### config.mk
export PLATFORM = sky130hd
export DESIGN_NAME = vga_demo
export DESIGN_NICKNAME = d
export VERILOG_FILES = /design/src/rtl/vga_demo.sv
export SDC_FILE = /design/constraint.sdc
export NUM_CORES = 1
export LEC_CHECK = 0
export CAP_MARGIN = 20
export CORE_ASPECT_RATIO = 0.7
export CORE_UTILIZATION = 38
export CTS_CLUSTER_DIAMETER = 100
export DETAILED_ROUTE_END_ITERATION = 10
export PLACE_DENSITY = 0.62
export SETUP_SLACK_MARGIN = 0.15
export SLEW_MARGIN = 10
export SYNTH_ARGS = -nofsm -noshare
export SYNTH_HDL_FRONTEND = slang
export SYNTH_SLANG_ARGS = --single-unit
export TNS_END_PERCENT = 10
### constraint.sdc
create_clock -name clk_25 -period 5.45 [get_ports clk_25]
set_input_delay 0.545 -clock clk_25 [delete_from_list [all_inputs] [get_ports clk_25]]
set_output_delay 0.545 -clock clk_25 [all_outputs]
set_load 0.01 [all_outputs]
### src/rtl/vga_demo.sv
// vga_demo: 640x480 @ 60 Hz VGA test-pattern generator (25 MHz pixel clock).
//   Free-running horizontal and vertical counters drive a combinational
//   timing/pattern decode. The decode is registered once so that all three
//   outputs come straight from flops and stay mutually aligned.
// Ports:
//   clk_25    in   pixel clock, all logic on the rising edge
//   rst       in   asynchronous, active-high reset
//   pixel     out  [2:0] registered RGB {R,G,B}; zero during blanking
//   hsync_out out  registered horizontal sync, active low
//   vsync_out out  registered vertical sync, active low
module vga_demo #(
  parameter int H_VISIBLE = 640,
  parameter int H_FRONT   = 16,
  parameter int H_SYNC    = 96,
  parameter int H_BACK    = 48,
  parameter int V_VISIBLE = 480,
  parameter int V_FRONT   = 10,
  parameter int V_SYNC    = 2,
  parameter int V_BACK    = 33,
  parameter int BAR_WIDTH = 80
) (
  input  logic       clk_25,
  input  logic       rst,
  output logic [2:0] pixel,
  output logic       hsync_out,
  output logic       vsync_out
);

  localparam int H_TOTAL = H_VISIBLE + H_FRONT + H_SYNC + H_BACK;
  localparam int V_TOTAL = V_VISIBLE + V_FRONT + V_SYNC + V_BACK;

  localparam logic [9:0] H_MAX    = 10'(H_TOTAL - 1);
  localparam logic [9:0] V_MAX    = 10'(V_TOTAL - 1);
  localparam logic [9:0] H_VIS    = 10'(H_VISIBLE);
  localparam logic [9:0] H_LAST   = 10'(H_VISIBLE - 1);
  localparam logic [9:0] V_VIS    = 10'(V_VISIBLE);
  localparam logic [9:0] V_LAST   = 10'(V_VISIBLE - 1);
  localparam logic [9:0] HS_START = 10'(H_VISIBLE + H_FRONT);
  localparam logic [9:0] HS_END   = 10'(H_VISIBLE + H_FRONT + H_SYNC - 1);
  localparam logic [9:0] VS_START = 10'(V_VISIBLE + V_FRONT);
  localparam logic [9:0] VS_END   = 10'(V_VISIBLE + V_FRONT + V_SYNC - 1);

  // Colour-bar boundaries; bar index is found by comparison, not division.
  localparam logic [9:0] BAR1 = 10'(BAR_WIDTH * 1);
  localparam logic [9:0] BAR2 = 10'(BAR_WIDTH * 2);
  localparam logic [9:0] BAR3 = 10'(BAR_WIDTH * 3);
  localparam logic [9:0] BAR4 = 10'(BAR_WIDTH * 4);
  localparam logic [9:0] BAR5 = 10'(BAR_WIDTH * 5);
  localparam logic [9:0] BAR6 = 10'(BAR_WIDTH * 6);
  localparam logic [9:0] BAR7 = 10'(BAR_WIDTH * 7);

  logic [9:0] h_count_r;
  logic [9:0] v_count_r;

  logic       visible_s;
  logic       border_s;
  logic       hsync_n_s;
  logic       vsync_n_s;
  logic [2:0] bar_s;
  logic [2:0] pattern_s;

  // Raster counters: h wraps every line, v advances only on the h wrap.
  always_ff @(posedge clk_25 or posedge rst) begin
    if (rst) begin
      h_count_r <= 10'd0;
      v_count_r <= 10'd0;
    end else if (h_count_r == H_MAX) begin
      h_count_r <= 10'd0;
      if (v_count_r == V_MAX) begin
        v_count_r <= 10'd0;
      end else begin
        v_count_r <= v_count_r + 10'd1;
      end
    end else begin
      h_count_r <= h_count_r + 10'd1;
    end
  end

  // Timing decode of the current counter values.
  always_comb begin
    visible_s = 1'b0;
    hsync_n_s = 1'b1;
    vsync_n_s = 1'b1;
    if ((h_count_r < H_VIS) && (v_count_r < V_VIS)) begin
      visible_s = 1'b1;
    end else begin
      visible_s = 1'b0;
    end
    if ((h_count_r >= HS_START) && (h_count_r <= HS_END)) begin
      hsync_n_s = 1'b0;
    end else begin
      hsync_n_s = 1'b1;
    end
    if ((v_count_r >= VS_START) && (v_count_r <= VS_END)) begin
      vsync_n_s = 1'b0;
    end else begin
      vsync_n_s = 1'b1;
    end
  end

  // Bar index via a descending comparator chain (first match wins).
  always_comb begin
    bar_s = 3'd0;
    if (h_count_r >= BAR7) begin
      bar_s = 3'd7;
    end else if (h_count_r >= BAR6) begin
      bar_s = 3'd6;
    end else if (h_count_r >= BAR5) begin
      bar_s = 3'd5;
    end else if (h_count_r >= BAR4) begin
      bar_s = 3'd4;
    end else if (h_count_r >= BAR3) begin
      bar_s = 3'd3;
    end else if (h_count_r >= BAR2) begin
      bar_s = 3'd2;
    end else if (h_count_r >= BAR1) begin
      bar_s = 3'd1;
    end else begin
      bar_s = 3'd0;
    end
  end

  // Pattern select: blanking is forced to black, the frame edge is white.
  always_comb begin
    border_s  = 1'b0;
    pattern_s = 3'b000;
    if ((h_count_r == 10'd0) || (h_count_r == H_LAST) ||
        (v_count_r == 10'd0) || (v_count_r == V_LAST)) begin
      border_s = 1'b1;
    end else begin
      border_s = 1'b0;
    end
    if (!visible_s) begin
      pattern_s = 3'b000;
    end else if (border_s) begin
      pattern_s = 3'b111;
    end else begin
      pattern_s = bar_s;
    end
  end

  // Output register: every output lags its counter value by one clock.
  always_ff @(posedge clk_25 or posedge rst) begin
    if (rst) begin
      pixel     <= 3'b000;
      hsync_out <= 1'b1;
      vsync_out <= 1'b1;
    end else begin
      pixel     <= pattern_s;
      hsync_out <= hsync_n_s;
      vsync_out <= vsync_n_s;
    end
  end

endmodule

=== Word-level counts from Yosys, hierarchy flattened ===
Index checks and enable logic that the tools add are counted.
W data, S select, Z words.

* Output and inout port bits: 5
* Register bits: 25
* Input port bits: 2

* Mux-type cells: 15
* $lt $le $gt $ge: 13
* Add/sub/neg operators: 2
* Reduce and logical (&&, ||, !) cells: 8
* Equality and inequality tests: 4

{| class="wikitable"
|+ Operators by type and width
! kind !! number
|-
| $ge A10 B9 Y1 const B || 4
|-
| $eq A10 B10 Y1 const B || 3
|-
| $add A10 B1 Y10 const B || 2
|-
| $ge A10 B10 Y1 const B || 2
|-
| $ge A10 B8 Y1 const B || 2
|-
| $logic_not A10 Y1 || 2
|-
| $mux W10 || 2
|-
| $mux W3 || 6
|-
| $eq A10 B9 Y1 const B || 1
|-
| $ge A10 B7 Y1 const B || 1
|-
| $le A10 B10 Y1 const B || 1
|-
| $le A10 B9 Y1 const B || 1
|-
| $lt A10 B10 Y1 const B || 1
|-
| $lt A10 B9 Y1 const B || 1
|-
| $mux W1 || 5
|-
| $mux W2 || 2
|-
| $logic_and A1 B1 Y1 || 3
|-
| $logic_or A1 B1 Y1 || 3
|}

=== Logic depth before layout (Yosys ltp) ===
Gate-level depths: netlist of the first run.

* Word-level depth: 10
* Depth in mapped cells: 7
* Gate-level depth less buffers: 6

=== Worst setup path after synthesis of the first run ===
No wires, ideal clock.

* Path kind: reg2reg
* Start: register h_count_r[7]
* End: register v_count_r[9]
* Clock period less this slack: 1735 ps
* Data required time: 5320 ps
* Stages on the path, launching flop included: 6
* Path slack: 3715 ps
* Data arrival time: 1605 ps
* Setup time: 130 ps
* Buffers on the path: 0
* Cells stage by stage: dfrtp_1 > or3b_4 > or3_1 > nor3_2 > nand2b_1 > mux2i_1

* Word-level cells in the longest chain between the ends: 1

{| class="wikitable"
|+ Ends and longest elaborated chain
! element !! line !! source
|-
| start: declaration || 52 || <nowiki>logic [9:0] h_count_r;</nowiki>
|-
| start signal: assignment || 75 || <nowiki>h_count_r <= h_count_r + 10'd1;</nowiki>
|-
| $eq A10 B10 Y1 || 67 || <nowiki>end else if (h_count_r == H_MAX) begin</nowiki>
|-
| end signal: assignment || 72 || <nowiki>v_count_r <= v_count_r + 10'd1;</nowiki>
|-
| end: declaration || 53 || <nowiki>logic [9:0] v_count_r;</nowiki>
|}

No other way between the ends.
A chain may end at the register's enable or synchronous reset.

=== Worst setup path after layout of the first run ===
* Start: register h_count_r[8]
* End: register v_count_r[9]

The elaborated chain is that of the path after synthesis.

==> results of run 1 <==
## cells by family (layout without fill, tap and decap cells)
group | Yosys count | after routing
AOI/OAI and AO/OA | 19 | 19
buffers and inverters | 16 | 18
xor gates and xnor gates | 14 | 14
adders and majority gates | 4 | 4
and+or+nand+nor | 63 | 63
muxes | 1 | 1
DFF | 25 | 25
## cell type report
type	instances	area share [%]
Inverter	7	1.75
Sequential cell	25	41.8
Clock buffer	4	3.00
Multi-Input combinational cell	101	43.8
Tap cell	47	3.91
Timing Repair Buffer	7	5.82
## path summary, 6_finish.rpt
| path | startpoint | endpoint | slack [ns] | cells past startpoint |
|---|---|---|---|---|
| worst min register to register | h_count_r[0] | h_count_r[0] | 0.50 | 1 |
| worst min-delay path | h_count_r[0] | h_count_r[0] | 0.50 | 1 |
| max in group asynchronous | rst | vsync_out | 4.46 | 3 |
| worst max-delay path | h_count_r[8] | v_count_r[9] | 3.18 | 5 |
| worst max register to register | h_count_r[8] | v_count_r[9] | 3.18 | 5 |
| min in group asynchronous | rst | v_count_r[8] | 0.52 | 2 |
## power groups by stage
stage	sequential (mW)	combinational [mW]	clock, mW
CTS	0.185	0.00464	0.115
detailed placement	0.189	0.00464	0
floorplan	0.189	0.00274	0
global placement	0.189	0.00459	0
global route	0.185	0.00770	0.121
finish	0.185	0.00663	0.109
## per-stage QoR
step	cells	hold WS, ns	utilization [%]	power (mW)
finish	191	0.499	45.9	0.301
global route	191	0.525	45.9	0.314
CTS	190	0.504	45.1	0.305
detailed placement	186	0.493	43.7	0.194
global placement	186	0.488	43.7	0.194
floorplan	142	0.461	-	0.192
## layout by cell type, fill, tap and decap left out, drive strengths merged, types with 5 or more instances in the layout
cell type / instances
nand4: 7
inv: 7
nor3: 5
xor2: 8
clkdlybuf4s50: 6
nand3: 6
nand2: 10
xnor2: 6
dfrtp: 23
o21ai: 6
nor2: 15
## flip-flops by register name, indices dropped and copies added (netlist names)
name / cells
v_count_r: 10
hsync_out: 1
vsync_out: 1
h_count_r: 10
pixel: 3
## routing by layer
metal  wire (µm)  track usage, %  up-vias
met4           0            1.96        0
met2        1100            23.0       24
li1            -               -      497
met3         141            4.65        0
met5           0               0        -
met1        1290            23.0      484
==> metrics.yaml, run 1 <==
hold_viol: 0
hold_path_class: "reg -> reg"
diodes: 0
wl_per_cell_um: 13.3
relSlewSlack_pct: 53.6
min_period_ns: 2.27
vias_per_cell: 5.26
hold_buffers: 0
grt_max_degree: 26
fmax_mhz: 441
worst_slack_ns: 3.18
clk_pin_slew_ns: 0.09
synth_cell_type_count: 38
setup_violations: 0
path_buf_inv: 0
grt_pass1_vias: 936
clkPwrFrac_pct: 36.3
synth_adder_area_share_pct: 3.71
finalMaxSlewViolations: 0
cap_violations: 0
syn_area_um2: 1350
ys_async_sr_fraction_pct: 100
syn_nets: 148
drcViolationCount: 0
num-fill-cells: 327
multi_input_area_um2: 658
yosys_warnings: 0
path_delay_family: "simple AND/OR/NAND/NOR gates"
core_area_um2: 3280
final.setup.tns_ns: 0
rows: 17
muxShareOfSynthArea_pct: 0.741
finalNetCount: 151
dpl_cell_area_um2: 1430
ff_latch_area_um2: 628
ant_nets: 0
synth-simple-area-share_pct: 25.7
synthFlopType: "dfrtp_1"
critical_path_class: "reg -> reg"
grt_pass1_wl_um: 4400
synth_seq_cells: 25
antenna_found_initial: 0
synth_area_leaders: "dfrtp_1, xor2_1, nor2_1"
dr.pass1.iters: 4
cp_data_required_time_ns: 5.65
finalWeightedCongestion: 0.768
rsz0062_at_grt: "false"
clockBufferDepth: 2
synthXorXnorAreaFrac_pct: 9.08
die_x_um: 73.2
dr.first_iter.drc_count: 142
power.internal_uw: 240
design_area_um2: 1500
ys_seq_area_share_pct: 46.5
wl_um: 2540
synthCells: 142
initial_utilization_pct: 41.2
vias: 1005
cts.htree.levels: 1
worstMarginPinSlew_ns: 0.692
end_kind: "flop"
clkSinkCount: 25
yosysTopAreaCell: "dfrtp_1"
critPathMaxStageDelay_ns: 0.58
ir_drop_uv: 124
p_sw_uw: 60.9
dp_hpwl_um: 1840
yosysMostFrequentCell: "dfrtp_1"
die_area_um2: 3800
path_cells: "or3b_4 > nor3_2 > nand4_1 > nor2_1 > mux2i_1"
tritoncts: "done"
grt_overflow: 0
grt_util_all_layers_pct: 15.6
cts_buffers: 3
switching_share_pct: 20.2
pin_count: 7
synth_common_cells: "dfrtp_1, nor2_1, nand2_1, xor2_1"
arrival_ns: 2.47
crit_slowest_cell: "nor3_2"
synth-compound-area-share_pct: 9.55
critical_path_peak_fanout: 13
die_h_um: 51.9
power.leakage_nw: 0.621
yosysTopAreaCellShare_pct: 42.6
postCtsSetupBuffers: 0
fin_skew_ns: 0.00745
pre_cts_slack_ns: 3.20
p_comb_share_pct: 2.2
avgSynthCellArea_um2: 9.51
pwr-share-seq_pct: 61.5
syn_to_final_growth_pct: 11.4
clk_latency_ns: 0.27
cellPowerDensity_nw_per_um2: 200
status: "completed"
drive_above_1_share_pct: 7.64
fin_crit_sh_pct: 41.7
cts_resized: 0
ctsRootBufferMaster: "clkbuf_8"
synth_top_family_by_area: "simple AND/OR/NAND/NOR gates"
port-buffer-count: 6
synth_edf_count: 0
start_kind: "flop"
Note: power is estimated with default switching activity, not from simulation.
==> inputs of run 2 (changes only) <==
==> constraint.sdc (replaced) <==
create_clock -name clk_25 -period 2.2 [get_ports clk_25]
set_input_delay 0.22 -clock clk_25 [delete_from_list [all_inputs] [get_ports clk_25]]
set_output_delay 0.22 -clock clk_25 [all_outputs]
set_load 0.01 [all_outputs]
==> run 2 against run 1 <==
  * Core utilization up 0.076 points
  * Worst hold slack got worse by 0.20 ns
  * Power is 140% higher
  * Non-clock buffer count increased by 3
  * Sequential share of layout area shrank 0.069 points
  * Critical endpoint unchanged
  * Die area is the same
  * Setup slack got worse by 2.9 ns
  * Final cell count up 1.6%
  * Fmax rose by 18%
  * Register-to-register slack worse by 2.9 ns
  * Largest cell class unchanged
==> metrics.yaml, run 2 (synthesis results as in run 1) <==
status: "completed"
final_cell_mix: "dfrtp_1, nor2_1, nand2_1"
clkPwrFrac_pct: 36.0
port-buffer-count: 6
fin_util_pct: 46.0
postCtsSetupBuffers: 0
relSlewSlack_pct: 68.1
cap_violations: 0
fin_crit_sh_pct: 87.5
reg.largest.list: "h_count_r x10, v_count_r x10, pixel x3"
fin_cells: 194
final.setup.tns_ns: 0
pin_count: 7
vias: 1014
min_period_ns: 1.92
switching_share_pct: 19.6
power.leakage_nw: 0.628
hold_ws_ns: 0.299
pre_cts_slack_ns: 0.307
finalNetCount: 154
hold_viol: 0
grt_overflow: 0
wl_per_cell_um: 12.9
clk_latency_ns: 0.27
worstMarginPinSlew_ns: 0.473
layout_commonest_cell: "dfrtp_1"
drive_above_1_share_pct: 9.52
fin_skew_ns: 0.00573
arrival_ns: 2.07
grt_pass1_wl_um: 4330
ir_drop_uv: 297
dp_hpwl_um: 1810
dp.cells: 190
ant_nets: 0
dpl_cell_area_um2: 1460
clockBufferDepth: 2
antenna_found_initial: 0
dr.pass1.iters: 4
p_sw_uw: 144
cts_resized: 0
diodes: 0
clk_pin_slew_ns: 0.08
cts.htree.levels: 1
cp_data_required_time_ns: 2.35
rsz0062_at_grt: "false"
worst_slack_ns: 0.276
finalWeightedCongestion: 0.809
ctsRootBufferMaster: "clkbuf_8"
drcViolationCount: 0
dr.first_iter.drc_count: 100
critical_path_class: "reg -> reg"
hold_buffers: 0
cellPowerDensity_nw_per_um2: 488
core_area_um2: 3280
wl_met2_um: 1000
highest_layer: "met4"
num-fill-cells: 316
p_comb_share_pct: 1.6
initial_utilization_pct: 41.2
multi_input_area_um2: 658
die_area_um2: 3800
grt_util_all_layers_pct: 15.7
clkSinkCount: 25
finalMaxSlewViolations: 0
rows: 17
r2r_cells: 5
grt_max_degree: 26
syn_to_final_growth_pct: 11.6
setup_violations: 0
grt_pass1_vias: 905
hold_path_class: "in -> async"
power.internal_uw: 591
pwr-share-seq_pct: 62.4
ff_latch_area_um2: 628
tritoncts: "done"
design_area_um2: 1510
die_h_um: 51.9
die_x_um: 73.2
start_kind: "flop"
cts_buffers: 3
fmax_mhz: 520
dr_wl_met3_um: 165
m1WireLength_um: 1320
vias_per_cell: 5.23
critical_path_peak_fanout: 11
wl_um: 2510
p_total_uw: 736
end_kind: "flop"
-- run 2: cell count changes in the layout (fill, tap and decap cells not counted) --
cell / previous run / this run
buf_4: 0 / 4
buf_16: 1 / 0
-- run 2: worst max-delay path, cell delays in order, from the launching register on --
cell,delay (ns)
dfrtp_1,0.50
or3b_4,0.45
or3_1,0.37
nor3_2,0.29
nand2b_1,0.14
mux2i_1,0.06
-- run 2: per-layer routing --
metal | track usage, % | vias to the layer above
met5 | 0 | -
met4 | 5.56 | 0
met3 | 4.07 | 4
met2 | 20.5 | 27
met1 | 24.3 | 478
li1 | - | 505
-- run 2: layout make-up --
class / count / area share, %
tap: 47 / 3.90
sequential: 25 / 41.7
clock buffer: 4 / 2.99
timing repair buffer: 10 / 5.98
inverter: 7 / 1.74
multi-input combinational: 101 / 43.7
-- run 2: final timing paths --
kind	start	to	slack, ns
min in group clk_25	v_count_r[8]	v_count_r[8]	0.52
max	h_count_r[8]	v_count_r[9]	0.28
min reg2reg	v_count_r[8]	v_count_r[8]	0.52
max in group asynchronous	rst	hsync_out	1.61
max reg2reg	h_count_r[8]	v_count_r[9]	0.28
min	rst	v_count_r[5]	0.30
-- run 2: power by group through the flow --
stage	Clock (mW)	Combinational, mW	Sequential (mW)
after floorplan	0	0.00680	0.468
after detailed placement	0	0.0128	0.468
final	0.265	0.0118	0.459
after CTS	0.279	0.0130	0.459
after global routing	0.297	0.0143	0.459
after global placement	0	0.0128	0.468
==> inputs of run 3 (changes only) <==
--- a/config.mk
+++ b/config.mk
@@ -6,13 +6,12 @@
 export NUM_CORES = 1
 export LEC_CHECK = 0
 export CAP_MARGIN = 20
-export CORE_ASPECT_RATIO = 0.7
 export CORE_UTILIZATION = 38
 export CTS_CLUSTER_DIAMETER = 100
 export DETAILED_ROUTE_END_ITERATION = 10
 export PLACE_DENSITY = 0.62
 export SETUP_SLACK_MARGIN = 0.15
-export SLEW_MARGIN = 10
+export SLEW_MARGIN = 20
 export SYNTH_ARGS = -nofsm -noshare
 export SYNTH_HDL_FRONTEND = slang
 export SYNTH_SLANG_ARGS = --single-unit
==> run 3 against run 2 <==
  * Sequential share of layout area is 0.60 points higher
  * Largest power group unchanged
  * Worst hold slack lost 0.073 ns
  * Critical path type unchanged
  * Critical endpoint unchanged
  * Via count is 0.99% higher
  * Register-to-register slack hardly changed
  * Core utilization fell by 1.8 points
==> metrics.yaml, run 3 (synthesis results as in run 1) <==
worstMarginPinSlew_ns: 0.477
tritoncts: "done"
grt_pass1_vias: 924
ctsRootBufferMaster: "clkbuf_4"
initial_utilization_pct: 40.1
gr-usage-met2_pct: 24.1
grt_pass1_wl_um: 4200
finalNetCount: 153
met3_usage_pct: 2.73
cellPowerDensity_nw_per_um2: 460
vias_per_cell: 5.33
reg.largest.list: "h_count_r x10, v_count_r x10, pixel x3"
multi_input_area_um2: 664
fin_skew_ns: 0.00123
cp_data_required_time_ns: 2.41
hold_viol: 0
use_met1_pct: 20.3
syn_to_final_growth_pct: 10.0
status: "completed"
hold_buffers: 0
num-fill-cells: 359
arrival_ns: 2.14
core_area_um2: 3360
ff_latch_area_um2: 628
rows: 21
design_area_um2: 1490
drcViolationCount: 0
critical_path_class: "reg -> reg"
rr_startpoint: "h_count_r[8]"
cts_buffers: 3
clkSinkCount: 25
rsz0062_at_grt: "false"
diodes: 0
finalMaxSlewViolations: 0
dr.first_iter.drc_count: 48
ant_nets: 0
die_area_um2: 3800
busiest_layer: "met2"
grt_max_degree: 26
wl_per_cell_um: 13.3
dp_hpwl_um: 1790
final.setup.tns_ns: 0
clk_pin_slew_ns: 0.14
layout_commonest_cell: "dfrtp_1"
relSlewSlack_pct: 67.9
critPathMaxStageDelay_ns: 0.53
critical_path_peak_fanout: 11
grt_util_all_layers_pct: 15.2
cap_violations: 0
port-buffer-count: 6
hold_ws_ns: 0.226
hold_path_class: "in -> async"
ir_drop_uv: 225
pin_count: 7
final_cell_mix: "dfrtp_1, nor2_1, nand2_1"
start_kind: "flop"
wl_um: 2560
p_total_uw: 684
antenna_found_initial: 0
power.leakage_nw: 0.617
cts.htree.levels: 1
drive_above_1_share_pct: 8.90
clockBufferDepth: 2
dr.pass1.iters: 4
clk_latency_ns: 0.32
finalWeightedCongestion: 0.831
path_cells: "or3b_4 > or3_1 > nor3_4 > nand2b_1 > mux2i_1"
dpl_cell_area_um2: 1450
vias: 1024
crit_start: "h_count_r[8]"
fin_crit_sh_pct: 87.4
min_period_ns: 1.92
die_h_um: 61.6
r2r_cells: 5
crit_slowest_cell: "dfrtp_1"
die_x_um: 61.6
setup_violations: 0
fmax_mhz: 520
end_kind: "flop"
grt_overflow: 0
-- run 3: cell types whose count changed in the layout (fill, tap and decap cells not counted) --
| cell | before | now |
|---|---|---|
| buf_4 | 4 | 3 |
| clkbuf_4 | 0 | 3 |
| nor3_4 | 0 | 1 |
| clkbuf_8 | 3 | 0 |
| nor3_2 | 2 | 1 |
-- run 3: area by class of cell --
cell class	instances	share of cell area [%]
sequential	25	42.3
multi-input combinational	101	44.7
clock buffer	4	1.77
inverter	7	1.77
timing repair buffer	9	5.56
tap	46	3.88
-- run 3: path summary, 6_finish.rpt --
| path | slack [ns] | endpoint |
|---|---|---|
| hold reg to reg | 0.52 | v_count_r[8] |
| hold / removal | 0.23 | h_count_r[7] |
| max in group asynchronous | 1.68 | vsync_out |
| min in group clk_25 | 0.52 | v_count_r[8] |
| setup / recovery | 0.28 | v_count_r[9] |
| setup reg to reg | 0.28 | v_count_r[9] |
-- run 3: power by group --
part | internal, mW | switching [mW] | total [mW]
logic | 0.00285 | 0.00887 | 0.0117
clock network | 0.0710 | 0.141 | 0.212
registers | 0.460 | 0 | 0.460
total | 0.534 | 0.150 | 0.684
-- run 3: metrics by stage --
| step | cells | setup WS (ns) | util [%] |
|---|---|---|---|
| 3_3_place_gp | 188 | 0.361 | 43.2 |
| 4_1_cts | 192 | 0.280 | 44.0 |
| 6_report | 192 | 0.277 | 44.2 |
| 3_5_place_dp | 188 | 0.309 | 43.2 |
| 5_1_grt | 192 | 0.141 | 44.2 |
| 2_1_floorplan | 142 | 0.465 | - |
-- run 3: layer usage --
metal	part of all wire (%)	vias up	wire length, µm
met2	48	21	1220
met4	1.1	0	29
met5	0	-	0
li1	-	507	-
met3	3.4	4	88
met1	48	492	1220
-- run 3: repair_timing --
item,CTS,global route
buffers inserted,0,0
setup endpoints to repair,0,1
gates resized for setup,0,1
-- run 3: critical path: cells and delay by family (launching register included) --
| kind | cells | cell delay [ns] |
|---|---|---|
| multiplexers | 1 | 0.07 |
| AND/OR/NAND/NOR | 4 | 1.21 |
| flip-flops | 1 | 0.53 |
